$ cat config.mk
export PLATFORM = sky130hd
export DESIGN_NAME = perf_counter_reader
export DESIGN_NICKNAME = d
export VERILOG_FILES = /design/src/rtl/perf_counter_reader_pkg.sv /design/src/rtl/perf_counter_reader.sv
export SDC_FILE = /design/constraint.sdc
export NUM_CORES = 1
export LEC_CHECK = 0
export BUFFER_PORTS_ARGS = -buffer_cell sky130_fd_sc_hd__buf_2
export CORE_MARGIN = 3
export CORE_UTILIZATION = 56
export DETAILED_ROUTE_END_ITERATION = 10
export PLACE_DENSITY = 0.86
export SYNTH_ARGS = -nofsm -noshare
export SYNTH_HDL_FRONTEND = slang
export SYNTH_SLANG_ARGS = --single-unit
$ cat constraint.sdc
create_clock -name Clk -period 4.9 [get_ports Clk]
set_clock_uncertainty 0.2 [all_clocks]
set_input_delay 0.49 -clock Clk [delete_from_list [all_inputs] [get_ports Clk]]
set_output_delay 0.49 -clock Clk [all_outputs]
set_load 0.02 [all_outputs]
$ cat src/rtl/perf_counter_reader_pkg.sv
// Shared types and sizing helpers for the perf counter readout block.
package perf_counter_reader_pkg;

   localparam int unsigned DEF_WORD_W = 32;
   localparam int unsigned DEF_CNT_W  = 64;

   // Readout controller states
   typedef enum logic {
      ST_IDLE = 1'b0,
      ST_SEND = 1'b1
   } state_t;

   // Number of output words needed to carry one counter
   function automatic int unsigned words_per_cnt(input int unsigned cnt_w,
                                                 input int unsigned word_w);
      return cnt_w / word_w;
   endfunction

   // Width of the word index register, never narrower than one bit
   function automatic int unsigned idx_width(input int unsigned total_words);
      return (total_words > 1) ? $clog2(total_words) : 1;
   endfunction

endpackage

$ cat src/rtl/perf_counter_reader.sv
// Atomic snapshot of two event counters, streamed out LS word first over valid/ready.
module perf_counter_reader
   import perf_counter_reader_pkg::*;
#(
   parameter int unsigned CNT_W  = DEF_CNT_W,
   parameter int unsigned WORD_W = DEF_WORD_W
) (
   input  logic              Clk,
   input  logic              Reset,
   input  logic              Req,
   input  logic              ClrOnRead,
   input  logic [CNT_W-1:0]  Count0,
   input  logic [CNT_W-1:0]  Count1,
   input  logic              Ready,
   output logic [WORD_W-1:0] Data,
   output logic              Valid,
   output logic              Last,
   output logic              Busy,
   output logic              ClrCnt,
   output logic              Done
);

   localparam int unsigned      NW       = words_per_cnt(CNT_W, WORD_W);
   localparam int unsigned      TOTAL    = 2 * NW;
   localparam int unsigned      IDX_W    = idx_width(TOTAL);
   localparam logic [IDX_W-1:0] LAST_IDX = IDX_W'(TOTAL - 1);

   state_t             state_q;
   state_t             state_d;
   logic [IDX_W-1:0]   idx_q;
   logic [IDX_W-1:0]   idx_d;
   logic               clr_q;
   logic               clr_d;
   logic               done_q;
   logic               done_d;
   logic               capture;
   logic               send;
   logic [CNT_W-1:0]   snap0_q;
   logic [CNT_W-1:0]   snap1_q;
   logic [2*CNT_W-1:0] snap_all;
   logic [WORD_W-1:0]  words [TOTAL];

   // Next-state, index and pulse decode; Req is only looked at in IDLE
   always_comb begin
      state_d = state_q;
      idx_d   = idx_q;
      clr_d   = 1'b0;
      done_d  = 1'b0;
      capture = 1'b0;
      case (state_q)
         ST_IDLE: begin
            if (Req) begin
               state_d = ST_SEND;
               idx_d   = '0;
               capture = 1'b1;
               clr_d   = ClrOnRead;
            end
         end
         ST_SEND: begin
            if (Ready) begin
               if (idx_q == LAST_IDX) begin
                  state_d = ST_IDLE;
                  idx_d   = '0;
                  done_d  = 1'b1;
               end else begin
                  idx_d = idx_q + IDX_W'(1);
               end
            end
         end
         default: begin
            state_d = ST_IDLE;
            idx_d   = '0;
         end
      endcase
   end

   // Control registers; reset aborts a readout with no Done or clear pulse
   always_ff @(posedge Clk or negedge Reset) begin
      if (!Reset) begin
         state_q <= ST_IDLE;
         idx_q   <= '0;
         clr_q   <= 1'b0;
         done_q  <= 1'b0;
      end else begin
         state_q <= state_d;
         idx_q   <= idx_d;
         clr_q   <= clr_d;
         done_q  <= done_d;
      end
   end

   // Both counters captured on the same edge so software sees a coherent pair
   always_ff @(posedge Clk or negedge Reset) begin
      if (!Reset) begin
         snap0_q <= '0;
         snap1_q <= '0;
      end else if (capture) begin
         snap0_q <= Count0;
         snap1_q <= Count1;
      end
   end

   assign snap_all = {snap1_q, snap0_q};

   // Word k is counter k/NW, slice k%NW, which is simply slice k of the concatenation
   always_comb begin
      for (int k = 0; k < TOTAL; k++) begin
         words[k] = snap_all[k*WORD_W +: WORD_W];
      end
   end

   assign send = (state_q == ST_SEND);

   // Outputs decoded from registered state only
   always_comb begin
      Valid  = send;
      Busy   = send;
      Last   = send && (idx_q == LAST_IDX);
      Data   = send ? words[idx_q] : '0;
      ClrCnt = clr_q;
      Done   = done_q;
   end

endmodule

==> results of run 1 <==
## cell usage after synthesis
| library cell | n | area [um^2] |
|---|---|---|
| sky130_fd_sc_hd__nor2_1 | 3 | 11.26 |
| sky130_fd_sc_hd__mux2_4 | 10 | 150.1 |
| sky130_fd_sc_hd__buf_2 | 1 | 5.000 |
| sky130_fd_sc_hd__nand2_1 | 1 | 3.750 |
| sky130_fd_sc_hd__clkbuf_1 | 1 | 3.750 |
| sky130_fd_sc_hd__mux2_2 | 118 | 1329 |
| sky130_fd_sc_hd__and2_1 | 2 | 12.51 |
| sky130_fd_sc_hd__ha_1 | 1 | 12.51 |
| sky130_fd_sc_hd__buf_4 | 8 | 60.06 |
| sky130_fd_sc_hd__mux2i_1 | 65 | 650.6 |
| sky130_fd_sc_hd__o22ai_1 | 32 | 200.2 |
| sky130_fd_sc_hd__nor2b_4 | 1 | 13.76 |
| sky130_fd_sc_hd__buf_12 | 11 | 220.2 |
| sky130_fd_sc_hd__a32o_1 | 2 | 20.02 |
| sky130_fd_sc_hd__dfrtp_1 | 133 | 3328 |
| sky130_fd_sc_hd__buf_6 | 3 | 33.78 |
| sky130_fd_sc_hd__and3_1 | 1 | 6.260 |
| sky130_fd_sc_hd__nand2b_1 | 1 | 6.260 |
| sky130_fd_sc_hd__buf_1 | 5 | 18.77 |
## final cells by class
class / instances / area (um^2)
Multi-Input combinational cell: 237 / 2416
Clock buffer: 24 / 490.5
Sequential cell: 133 / 3332
Clock inverter: 8 / 143.9
Timing Repair Buffer: 294 / 2100
Fill cell: 543 / 1808
Antenna cell: 1 / 2.502
Tap cell: 136 / 170.2
## flip-flops by register name, summed over array words and instances (netlist names)
register,cells
snap0_q,64
Done,1
Busy,1
idx_q,2
snap1_q,64
ClrCnt,1
## routing by layer
| layer | GRT usage | vias up | part of all wire |
|---|---|---|---|
| li1 | - | 2042 | - |
| met1 | 0.3110 | 2180 | 0.38 |
| met2 | 0.5074 | 196 | 0.53 |
| met3 | 0.07630 | 46 | 0.058 |
| met4 | 0.1390 | 0 | 0.031 |
| met5 | 0 | - | 0 |
## stage by stage
stage	setup slack (ns)	hold WS [ns]	total power, mW
detailed placement	2.354	0.2928	4.185
global placement	2.389	0.2877	4.076
global route	1.601	0.001739	5.997
CTS	1.777	0.0003472	5.623
floorplan	2.873	-0.005591	3.616
finish	1.683	0.01995	5.723
## power groups by stage
stage	registers, mW	logic (mW)	clock network, mW
floorplan	1.86	1.76	0
global placement	2.04	2.04	0
detailed placement	2.08	2.10	0
CTS	2.07	2.20	1.36
global route	2.17	2.41	1.42
finish	2.11	2.27	1.35
## kinds of logic (layout without fill, tap and decap cells)
group	after synthesis	after routing	share of synthesized area
AO/OA/AOI/OAI	34	34	0.03618
flip-flops	133	133	0.5469
AND/OR/NAND/NOR	9	9	0.008840
multiplexers	193	193	0.3499
adder cells (fa/ha/maj)	1	1	0.002056
other	0	1	0
buffers and inverters	29	326	0.05613
## critical path, cell delays in order (launching register included)
cell                      delay [ns]
sky130_fd_sc_hd__dfrtp_4        1.20
sky130_fd_sc_hd__mux2i_1        0.24
sky130_fd_sc_hd__o22ai_1        0.30
sky130_fd_sc_hd__buf_2          0.22
## worst paths after layout
path	slack (ns)	start	endpoint	cells past startpoint
worst max-delay path	1.68	idx_q[1]$_DFFE_PN0P_	Data[3]	3
worst min-delay path	0.02	Count0[28]	snap0_q[28]$_DFFE_PN0P_	2
worst max register to register	2.40	Busy$_DFF_PN0_	snap1_q[62]$_DFFE_PN0P_	3
worst min register to register	0.30	snap0_q[31]$_DFFE_PN0P_	snap0_q[31]$_DFFE_PN0P_	1
max in group asynchronous	3.02	Reset	snap0_q[9]$_DFFE_PN0P_	3
min in group asynchronous	0.39	Reset	snap0_q[34]$_DFFE_PN0P_	2
## repair_timing
item | in CTS | in global routing
hold buffers | 117 | 3
endpoints found under the hold margin | 177 | 3
buffers inserted | 0 | 0
==> results.md, run 1 <==
- Averaged over all synthesized cells, the footprint is 15.25 um^2.
- The cell area that synthesis handed to floorplanning was 6086 um^2.
- The area added between synthesis and finish is 42.21%.
- Post-CTS repair changed the size of 0 cells.
- The number of port buffers is 169.
- The number of I/O pins is 170.
- The die height is 110.2 um.
- The initial antenna violation count came to 0.
- In the final design database the tool counted 817 nets.
- The type of the most critical hold path is in -> reg.
- Detailed placement ended at an HPWL of 8.732 mm.
- The number of global-route vias before repair is 4980.
- The effective utilization at floorplan is 0.5817.
- In the routed design, unresolved DRC markers number 0.
- The number of buffers inserted during clock tree synthesis is 17.
- After clock tree synthesis, the clock-pin slew on the worst setup and hold paths is 0.06 ns.
- The total grt overflow is 0.
- At the worst endpoint, the arrival time is 2.53 ns.
- The required time of the worst setup path is 4.21 ns.
- Dividing the detail-routed via count by the number of cells gives 5.359.
- The DRC marker count from the first detailed-route iteration is 295.
- The top cell types in the final layout, fill and taps aside, are sky130_fd_sc_hd__buf_2, sky130_fd_sc_hd__dfrtp_1, sky130_fd_sc_hd__dlygate4sd3_1.
- The standard-cell row count is 37.
- The final number of hold-violating endpoints is 0.
- The worst setup path is captured at a primary output.
- In this run the static leakage power is 4.027 nW.
- The net switching power of the design is 2.029 mW.
- The wire length of the first global-routing pass is 25.29 mm.
- The post-synth net total is 533.
- At the end of the flow the core is filled with cells to 0.8272.
- The CTS root buffer is sky130_fd_sc_hd__clkbuf_8.
- The leading cell type in the layout, fill and taps excluded is sky130_fd_sc_hd__buf_2.
- The proportion of power drawn by flip-flops and latches is 0.369.
- The pre-antenna-repair detailed-routing pass consisted of 4 iterations.
- The number of non-filler instances in the completed layout is 833.
- The instance count of the mapped netlist is 399.
- For the finished layout, the period the worst path requires is 3.217 ns.
- The portion of the clock cycle consumed by the worst path in the final layout is 0.6565.
- VDD sags by at most 0.4630 mV.
- Yosys printed 0 warnings.
- The die span in x is 110.2 um.
- Entering global routing, the biggest net connects 106 pins.
- Derived from the worst setup path, the maximum achievable clock frequency is 0.3109 GHz.
- Of all nets on the critical path, the largest fanout is 66.
- The slew at the pin closest to its max-slew limit is 1.167 ns.
- The antenna violation net count after detailed routing is 0.
- The share of total power dissipated in combinational logic is 0.396.
- The number of buffers on the longest clock path is 2.
- The die covers 12150 um^2.
- For this block, the via count after detailed routing is 4464.
- The power density of the placed cells is 661.3 nW/um^2.
- The final standard cell area without fillers is 8655 um^2.
- The global placer's final weighted congestion is 0.7781.
- The max-slew violation total from the final report came to 0.
- The core region is 10460 um^2.
- The all-layer global routing usage is 0.2840.
- The flip-flop and latch count after synthesis is 133.
- The number of H-tree levels is 4.
- Setup repair after global routing left no endpoint under its margin.
- The proportion of synthesized chip area in sequential cells is 0.5469.
- In this run, distinct cell masters in the synthesized netlist total 19.
- The classification of the worst setup path is reg -> out.
- Cell internal power was estimated by the tool at 3.694 mW.
- Dividing the detail-routed wire length by the instance count gives 20.13 um.
- The number of sinks driven by the clock tree is 133.
- The cell count after placement is 680.
- In the final timing run, aggregate negative setup slack is 0 ns.
- TritonCTS built the clock tree.
- The worst setup path is launched from a register.
- The final layout contains routed wiring with a total length of 16.77 mm.
- The flow ran to the end, and the final reports show no timing, DRC or antenna violations.
- The fraction of layout instances using a drive strength above 1 is 0.4799.
- In this run the cell area measured after placement is 6817 um^2.
- The normalized max-slew margin is 0.2223.
- Of the total power, the clock network draws 0.236.
- Setup violations remaining at the end of the flow were counted as 0.
- Of the total power, the share spent switching nets is 0.3545.
- The clock insertion delay at the later pin of the skew report is 0.52 ns.
- The total of max-cap violations is 0.
(Power assumes the default switching activity.)
==> inputs of run 2 (changes only) <==
--- a/config.mk
+++ b/config.mk
@@ -5,11 +5,12 @@
 export SDC_FILE = /design/constraint.sdc
 export NUM_CORES = 1
 export LEC_CHECK = 0
+export ABC_AREA = 1
 export BUFFER_PORTS_ARGS = -buffer_cell sky130_fd_sc_hd__buf_2
 export CORE_MARGIN = 3
-export CORE_UTILIZATION = 56
+export CORE_UTILIZATION = 53
 export DETAILED_ROUTE_END_ITERATION = 10
-export PLACE_DENSITY = 0.86
+export PLACE_DENSITY = 0.81
 export SYNTH_ARGS = -nofsm -noshare
 export SYNTH_HDL_FRONTEND = slang
 export SYNTH_SLANG_ARGS = --single-unit
==> constraint.sdc (replaced) <==
create_clock -name Clk -period 2.97 [get_ports Clk]
set_clock_uncertainty 0.2 [all_clocks]
set_input_delay 0.297 -clock Clk [delete_from_list [all_inputs] [get_ports Clk]]
set_output_delay 0.297 -clock Clk [all_outputs]
set_load 0.02 [all_outputs]
==> results.md, run 2 <==
- The multiplexer fraction of the synthesized cell area was 0 (-0.3499).
- By count the netlist is led by sky130_fd_sc_hd__a21oi_1, sky130_fd_sc_hd__nand2_1, sky130_fd_sc_hd__dfrtp_1.
- The number of global-route vias before repair was 6793 (+36%).
- The post-layout minimum cycle time is 2.461 ns.
- The number of non-filler instances in the completed layout is 1251 (+50%).
- The launch instance of the worst min-delay path is Count0[20].
- The start of the worst register-to-register path is Busy$_DFF_PN0_.
- The run finished with clean final reports.
- The number of I/O pins is 170 (unchanged).
- The total negative slack is 0 ns (unchanged).
- The number of cells on the worst hold path is 3 (+1).
- The post-synthesis share of cell area spent on and, or, nand and nor gates came to 0.2118 (+0.2030).
- The switching share of total power is 0.4117 (+0.05714).
- The clock insertion delay at the later pin of the skew report was 0.40 ns (-0.12 ns).
- The endpoint of the worst-slack reg-to-reg timing path is snap0_q[1]$_DFFE_PN0P_.
- The compound-cell area share of the yosys netlist is 0.1288 (+0.09259).
- In the post-synthesis netlist, the cell with the most instances is sky130_fd_sc_hd__a21oi_1.
- The all-layer global routing usage is 0.3003 (+0.01635).
- The total grt overflow is 0 (unchanged).
- The global placer's final weighted congestion was 0.8466 (+8.8%).
- The proportion of power drawn by flip-flops and latches was 0.311 (-0.058).
- The final number of hold-violating endpoints was 0 (unchanged).
- The distinct cell type count of the synthesized netlist is 15 (-4).
- The proportion of synthesized chip area in sequential cells is 0.5286 (-0.01826).
- The post-synthesis instance area was 6296 um^2 (+3.5%).
- The effective utilization at floorplan is 0.5467 (-0.03496).
- Based on the critical path, the design can be clocked at up to 0.4064 GHz.
- The die height is 115.0 um (+4.3%).
- The filler cell count is 764 (+41%).
- The normalized max-slew margin is 0.5177 (+0.2954).
- The count of cells resized by post-cts repair came to 0 (unchanged).
- The required time of the worst setup path was 2.47 ns (-1.74 ns).
- The length of the first detailed-routing pass in iterations was 7 (+3).
- The net total in the final layout came to 1230 (+51%).
- The clock transition at the register clock pins on the worst setup and hold paths after CTS is 0.05 ns (about the same).
- The die span in x is 115.0 um (+4.3%).
- The area of combinational cells with multiple inputs was 2171 um^2 (-10%).
- The standard-cell row count was 39 (+5.4%).
- The DRC marker count from the first detailed-route iteration is 640 (+120%).
- The average wire length per cell after detail routing is 15.56 um (-23%).
- The max-slew violation total from the final report is 0 (unchanged).
- The wire length of the first global-routing pass is 31.31 mm (+24%).
- The worst setup path is captured at a primary output.
- By area, the combinational part of the netlist is dominated by simple AND/OR/NAND/NOR gates.
- The flip-flop and latch count after synthesis is 133 (unchanged).
- The fraction of power consumed by combinational cells is 0.454 (+0.058).
- The synthesized area per cell is 7.744 um^2 (-49%).
- The number of sinks driven by the clock tree was 133 (unchanged).
- The post-synthesis share of cell area spent on full adders, half adders and majority gates came to 0.001987 (-0.00006864).
- The final setup violation count is 0 (unchanged).
- The total die area is 13220 um^2 (+8.8%).
- The classification of the worst setup path is reg -> out.
- The total of max-cap violations was 0 (unchanged).
- The via count is 6436 (+44%).
- The instance count of the mapped netlist is 813 (+100%).
- The antenna violation net count after detailed routing is 0 (unchanged).
- The initial antenna violation count is 0 (unchanged).
- The maximum number of pins on one net before global-route repair was 110 (+3.8%).
- The number of buffers inserted during clock tree synthesis is 17 (unchanged).
- The aggregate routed wire length is 19.47 mm (+16%).
- The post-synthesis xor/xnor area fraction is 0 (unchanged).
- The reg-to-reg setup timing slack is 0.80 ns (-1.60 ns).
- The number of warnings issued by yosys is 0 (unchanged).
- The clock network fraction of total power is 0.235 (about the same).
- The arrival time reported for the critical path endpoint is 1.96 ns (-0.57 ns).
- The slew at the pin closest to its max-slew limit is 0.7235 ns (-0.4431 ns).
- The number of port buffers is 169 (unchanged).
- The path with the worst hold slack has its endpoint at snap0_q[20]$_DFFE_PN0P_.
- The proportion of synthesized flip-flops having asynchronous set or reset is 1.000 (unchanged).
- Ranked by total cell area, the synthesized netlist is headed by sky130_fd_sc_hd__dfrtp_1, sky130_fd_sc_hd__a21oi_1, sky130_fd_sc_hd__nand2_1.
- The leading cell type in the layout, fill and taps excluded is sky130_fd_sc_hd__buf_2.
- The launching element type of the critical path is a register.
- The combined flip-flop and latch cell area is 3329 um^2 (about the same).
- The cell count after placement came to 1089 (+60%).
- The number of buffers inserted by hold repair at cts is 131 (+12%).
- The buffers inserted during post-CTS setup optimization is 0 (unchanged).
- The DRC violations left came to 0 (unchanged).
- The net switching power of the design is 3.849 mW (+90%).
- The biggest area contributor in the post-synthesis netlist is sky130_fd_sc_hd__dfrtp_1.
- The number of enable-type register cells in the synthesized netlist is 0 (unchanged).
- The CTS root buffer is sky130_fd_sc_hd__clkbuf_16.
- The library cells used most frequently in the layout, excluding fill and tap cells, are sky130_fd_sc_hd__buf_2, sky130_fd_sc_hd__a21oi_1, sky130_fd_sc_hd__nand2_1.
- In the synthesized netlist the dominant register cell turns out to be sky130_fd_sc_hd__dfrtp_1.
- The number of H-tree levels came to 4 (unchanged).
- The post-synth net total is 947 (+78%).
- In the final layout, the registers with the most flip-flops are snap0_q (64), snap1_q (64), idx_q (2).
- The maximum resistive drop on vdd is 0.5965 mV (+29%).
- Relative to the synthesized area, the layout overhead comes to 44.61%.
- The worst-path maximum fanout is 67 (+1.5%).
- The core outline area came to 11520 um^2 (+10%).
- The estimated wirelength of the detail-placed design came to 10.39 mm (+19%).
- The internal portion of total power is 5.502 mW (+49%).
- Dividing the final minimum period by the clock period gives 0.8286.
- The min-delay analysis places its worst path in the category in -> reg.
- The fraction of layout instances using a drive strength above 1 is 0.1978 (-0.2821).
- The reported leakage power was 4.865 nW (+21%).
- The number of buffers on the longest clock path is 2 (unchanged).
- The TritonCTS clock tree is done.
- The count of cells along the worst register-to-register path is 5 (+2).
- Setup repair after global routing left no endpoint under its margin.
- The share of the synthesized area in the top cell type is 0.5286 (-0.01826).
- The power density of the placed cells came to 1027 nW/um^2 (+55%).
- The average via count per standard cell is 5.145 (-4.0%).
-- run 2: power groups by stage --
stage / Combinational (mW) / Sequential, mW / Clock [mW]
5_1_grt: 4.72 / 2.97 / 2.29
2_1_floorplan: 2.91 / 2.86 / 0
4_1_cts: 4.15 / 2.88 / 2.21
6_report: 4.25 / 2.90 / 2.20
3_5_place_dp: 3.99 / 2.91 / 0
3_3_place_gp: 3.89 / 2.87 / 0
-- run 2: routing by layer --
metal | share of wire | GRT usage
met5 | 0 | 0
met4 | 0.032 | 0.1440
met3 | 0.070 | 0.06211
met2 | 0.51 | 0.5274
met1 | 0.39 | 0.3507
-- run 2: worst max path at each step --
stage / startpoint / to / slack (ns) / cells past startpoint
2_1_floorplan: idx_q[1]$_DFFE_PN0P_ / Data[0] / 1.21 / 5
3_3_place_gp: idx_q[0]$_DFFE_PN0P_ / Last / 0.97 / 5
3_5_place_dp: Busy$_DFF_PN0_ / snap0_q[46]$_DFFE_PN0P_ / 0.96 / 5
4_1_cts: idx_q[0]$_DFFE_PN0P_ / Last / 0.52 / 5
5_1_grt: idx_q[0]$_DFFE_PN0P_ / Data[20] / 0.41 / 6
6_report: idx_q[0]$_DFFE_PN0P_ / Last / 0.51 / 5
-- run 2: cell families after synthesis --
| group | count (synthesis) |
|---|---|
| AND/OR/NAND/NOR | 333 |
| buffers and inverters | 184 |
| flip-flops | 133 |
| adder cells (fa/ha/maj) | 1 |
| AO/OA/AOI/OAI | 162 |
-- run 2: through the flow --
stage / utilization / hold WS, ns / setup slack, ns / area, um^2 / power, mW
floorplan: - / -0.1986 / 1.211 / 6296 / 5.770
global placement: 0.6228 / 0.1096 / 0.9672 / 7172 / 6.761
detailed placement: 0.6228 / 0.1180 / 0.9587 / 7172 / 6.905
CTS: 0.7904 / 0.02629 / 0.5203 / 9102 / 9.251
global route: 0.7904 / 0.02490 / 0.4100 / 9102 / 9.976
finish: 0.7906 / 0.03233 / 0.5091 / 9105 / 9.351
-- run 2: cell type report --
type / instances / area share
Tap cell: 143 / 0.01965
Antenna cell: 1 / 0.0002748
Multi-Input combinational cell: 496 / 0.2384
Sequential cell: 133 / 0.3657
Inverter: 132 / 0.05442
Clock buffer: 18 / 0.04823
Clock inverter: 12 / 0.01979
Timing Repair Buffer: 316 / 0.2535
-- run 2: critical path: stages (launching register included) --
cell	delay, ns
sky130_fd_sc_hd__dfrtp_2	0.36
sky130_fd_sc_hd__buf_4	0.58
sky130_fd_sc_hd__ha_1	0.32
sky130_fd_sc_hd__nand2_1	0.07
sky130_fd_sc_hd__inv_1	0.08
sky130_fd_sc_hd__buf_2	0.16
